**config.mk**
```make
export PLATFORM = sky130hd
export DESIGN_NAME = cla_seq_adder
export DESIGN_NICKNAME = d
export VERILOG_FILES = /design/src/rtl/cla_seq_adder.sv
export SDC_FILE = /design/constraint.sdc
export NUM_CORES = 1
export LEC_CHECK = 0
export BUFFER_PORTS_ARGS = -buffer_cell sky130_fd_sc_hd__buf_2
export CAP_MARGIN = 5
export CELL_PAD_IN_SITES_DETAIL_PLACEMENT = 1
export CELL_PAD_IN_SITES_GLOBAL_PLACEMENT = 2
export CORE_MARGIN = 2
export CORE_UTILIZATION = 40
export CTS_BUF_LIST = sky130_fd_sc_hd__clkbuf_8
export CTS_CLUSTER_SIZE = 12
export DETAILED_ROUTE_END_ITERATION = 7
export GPL_ROUTABILITY_DRIVEN = 0
export GPL_TIMING_DRIVEN = 1
export PLACE_DENSITY = 0.93
export SYNTH_ARGS = -nofsm -noshare
export SYNTH_HDL_FRONTEND = slang
export SYNTH_SLANG_ARGS = --single-unit
export TNS_END_PERCENT = 1
```
**constraint.sdc**
```tcl
create_clock -name clk -period 4.5 [get_ports clk]
set_clock_uncertainty 0.15 [all_clocks]
set_input_delay 0.9 -clock clk [delete_from_list [all_inputs] [get_ports clk]]
set_output_delay 0.9 -clock clk [all_outputs]
set_load 0.005 [all_outputs]
```
**src/rtl/cla_seq_adder.sv**
```systemverilog
// Multi-byte add/subtract sequencer: one 8-bit carry-lookahead slice processes
// NBYTES operand bytes LSB first, chaining the carry through a register.
module cla_seq_adder #(
    parameter int NBYTES = 4
) (
    input  logic                  clk,
    input  logic                  rst_n,
    input  logic                  in_valid,
    output logic                  in_ready,
    input  logic [8*NBYTES-1:0]   A,
    input  logic [8*NBYTES-1:0]   B,
    input  logic                  Sub,
    output logic                  out_valid,
    input  logic                  out_ready,
    output logic [8*NBYTES-1:0]   Result,
    output logic                  Cout,
    output logic                  Ovf
);

    localparam int CW = (NBYTES > 1) ? $clog2(NBYTES) : 1;
    localparam logic [CW-1:0] LAST = CW'(NBYTES - 1);

    typedef enum logic [1:0] {
        IDLE = 2'd0,
        RUN  = 2'd1,
        DONE = 2'd2
    } state_t;

    state_t                  state;
    logic [NBYTES-1:0][7:0]  a_q;
    logic [NBYTES-1:0][7:0]  b_q;
    logic [NBYTES-1:0][7:0]  res_q;
    logic [CW-1:0]           cnt;
    logic                    carry;

    logic [7:0]              a_byte;
    logic [7:0]              b_byte;
    logic [8:0]              slice_sum;
    logic [8:0]              inc_sum;
    logic                    c_into_msb;

    assign Result = res_q;

    always_comb begin
        a_byte     = a_q[cnt];
        b_byte     = b_q[cnt];
        slice_sum  = {1'b0, a_byte} + {1'b0, b_byte};
        inc_sum    = slice_sum + {8'd0, carry};
        // Carry into bit 7 of this byte, recovered from the sum bit.
        c_into_msb = a_byte[7] ^ b_byte[7] ^ inc_sum[7];
    end

    always_ff @(posedge clk or negedge rst_n) begin
        if (!rst_n) begin
            state     <= IDLE;
            in_ready  <= 1'b1;
            out_valid <= 1'b0;
            res_q     <= '0;
            Cout      <= 1'b0;
            Ovf       <= 1'b0;
            cnt       <= '0;
            carry     <= 1'b0;
            a_q       <= '0;
            b_q       <= '0;
        end else begin
            case (state)
                IDLE: begin
                    if (in_valid) begin
                        a_q      <= A;
                        b_q      <= Sub ? ~B : B;
                        carry    <= Sub;
                        cnt      <= '0;
                        in_ready <= 1'b0;
                        state    <= RUN;
                    end
                end
                RUN: begin
                    res_q[cnt] <= inc_sum[7:0];
                    carry      <= inc_sum[8];
                    if (cnt == LAST) begin
                        Cout      <= inc_sum[8];
                        Ovf       <= c_into_msb ^ inc_sum[8];
                        out_valid <= 1'b1;
                        state     <= DONE;
                    end else begin
                        cnt <= cnt + 1'b1;
                    end
                end
                DONE: begin
                    if (out_ready) begin
                        out_valid <= 1'b0;
                        in_ready  <= 1'b1;
                        state     <= IDLE;
                    end
                end
                default: begin
                    out_valid <= 1'b0;
                    in_ready  <= 1'b1;
                    state     <= IDLE;
                end
            endcase
        end
    end

endmodule

```
==> run metrics <==
Post-layout nets=580; final setup fails=0; root buffer cell=clkbuf_8; Top Ports=roughly 110; RSZ-0062 raised after global routing=false; maxcap violations=0; clk slew on worst S/H paths=~0.1 ns; Max VDD drop=~0.00031 V; Final Hold Fails=0; layout cell share with drive strength beyond 1=approximately 37%; crit path DAT=3.17 ns; die height=between 100 and 150 um; Die ar.=0.01313 mm2; Overflow after GRT=0; Die W=between 100 and 150 um; Worst EP required=4.59 ns; Post-synth EDFFs=0; global-route wire length before repair=about 19000 um; FFs w/ async S/R, synth=100.0%; fin cells=between 600 and 700; status=finished clean; Detail Route Antenna Nets=0; first drt pass iteration count=4; final worst setup slack=between 1 and 1.5 ns; Seq/Total Area, Yosys=a little over half; FP Rows=40; Post-Syn Area=around 0.0049 mm2; vias in the first global route=3752; post-layout min period=roughly 3.1 ns; Resized cells post-CTS=0; clk sinks=about 110; Avg Inst Size Synth=~12 um2; DRC=0; Slew Limit Fails=0; core box area=around 0.012 mm2; worst-skew pair later-pin latency=between 0.3 and 0.4 ns; CTS buffer count=9; global route hottest layer=met2; synth top area cells=dfrtp_1, mux2_2, mux4_2; Worst Path Max Fanout=5; vias per cell=about 5.1; Antenna Cells=0; Synth top area share=a little over half; worst slew pin tran=around 1.0 ns; Synthesis Warnings=0; crit start category=flop; largest net degree at the start of global routing=84; fmax=325.0 MHz; Mapped Cells=402; Post-synth top cells=dfrtp_1, a21oi_1, mux2_2; pre-CTS WS=around 1.4 ns; initial core utilization=between 40% and 50%; CP cell instances=mux4_2 -> fa_1 -> fa_1 -> nand3_1 -> nand2_1 -> a31oi_1 -> xor2_1 -> o21ai_0; Most used DFF post-synth=dfrtp_1; Post-CTS Setup Repair Bufs=0; most frequent cell on the critical path=fa_1; CP endpoint kind=flop; post-detail-place hpwl=between 8000 and 9000 um; Slew HR=between 30% and 40%; worst min path class=reg -> reg; Static Leak=around 2.5 nW; final wirelength=about 11000 um; Synth Net Count=roughly 480; Sum Neg Setup Slack=0 ns; CTS tree=done; final period utilization=68.38%; grt met3 use=around 3.8%; Vias=about 3300; met1 usage=25.88%; Power Density=about 850 mW/mm2; Worst Hold Margin=between 0.3 and 0.4 ns; Syn-to-layout area delta=16.63%; htree depth=3; Global Route Usage Sum=19.05%; GR Util met2=roughly 30%; critical setup path kind=reg -> reg; Avg WL per Cell=17.54 um; synth unique cells=36; Crit-path slowest cell=mux4_2; hold_buf cts=0; count leader, synth=dfrtp_1; Starting DRT DRC Count=between 100 and 150; synthesized flop and latch total=about 110; DP Cell Count=634; number of antenna violations at the first check in global routing=0; clk buf depth=2; IO buf count=~100; Critical Path Max Stage Delay=between 0.5 and 0.6 ns; leading area contributor after synthesis=dfrtp_1
==> state kept, by name, indices dropped and copies added (netlist names) <==
| register | count |
|---|---|
| carry | 1 |
| in_ready | 1 |
| cnt | 2 |
| Ovf | 1 |
| state | 2 |
| b_q | 32 |
| a_q | 32 |
| Result | 32 |
| out_valid | 1 |
| Cout | 1 |
==> worst max-delay path, delay by kind of cell (launching register included) <==
kind                     cells  cell delay (ns)
flip-flops                   1             0.51
AND/OR/NAND/NOR              2             0.22
AO/OA/AOI/OAI                2             0.34
XOR/XNOR                     1             0.25
multiplexers                 1             0.56
adder cells (fa/ha/maj)      2             0.91
==> power by group <==
part           leakage [nW]  internal, mW  switching (mW)
Clock                0.0909         0.213           0.323
Combinational          1.21          1.19            1.41
Sequential             1.23          1.42           0.286
Total                  2.53          2.82            2.02
==> per-layer routing <==
| metal | wire length [um] | vias to the layer above |
|---|---|---|
| met5 | 0 | - |
| met4 | 217 | 0 |
| met3 | 484 | 16 |
| met2 | 5350 | 90 |
| met1 | 5347 | 1612 |
| li1 | - | 1586 |
==> placed cells by master, fill, tap and decap left out, drive strengths merged, types with 11 or more instances in the layout <==
cell type,count
buf,108
dfrtp,104
a21oi,42
mux2,40
nor2,38
xnor2,36
nand2,34
o21ai,31
mux4,16
ha,11
==> final timing paths <==
| path | start | end | slack, ns | depth (start not counted) |
|---|---|---|---|---|
| worst max-delay path | cnt[0] | Result[22] | 1.42 | 8 |
| worst min-delay path | Cout | Cout | 0.34 | 2 |
| worst max register to register | cnt[0] | Result[22] | 1.42 | 8 |
| worst min register to register | Cout | Cout | 0.34 | 2 |
| max in group asynchronous | rst_n | in_ready | 2.67 | 2 |
| min in group asynchronous | rst_n | Result[24] | 0.54 | 1 |
==> final cells by class <==
class | instances | area [um2]
clock buffer | 10 | 137.6
clock inverter | 6 | 36.28
fill | 1311 | 6257
inverter | 3 | 11.26
multi-input combinational | 271 | 2141
sequential | 105 | 2629
tap | 147 | 183.9
timing repair buffer | 108 | 565.5
==> logic make-up (layout without fill, tap and decap cells) <==
family,count (synthesis),after routing,share of synthesized area (%)
buffers and inverters,26,127,2.481
adders and majority gates,13,13,3.633
and+or+nand+nor,82,82,7.265
AOI/OAI and AO/OA,81,81,9.158
muxes,56,56,16.58
DFF,105,105,53.75
xor gates and xnor gates,39,39,7.137
==> through the flow <==
stage / power (mW) / utilization, % / area [um2]
2_1_floorplan: 3.545 / - / 4891
3_3_place_gp: 4.209 / 46.23 / 5530
3_5_place_dp: 4.372 / 46.23 / 5530
4_1_cts: 4.918 / 47.69 / 5704
5_1_grt: 5.285 / 47.69 / 5704
6_report: 4.841 / 47.69 / 5704
Note: power is estimated with default switching activity, not from simulation.
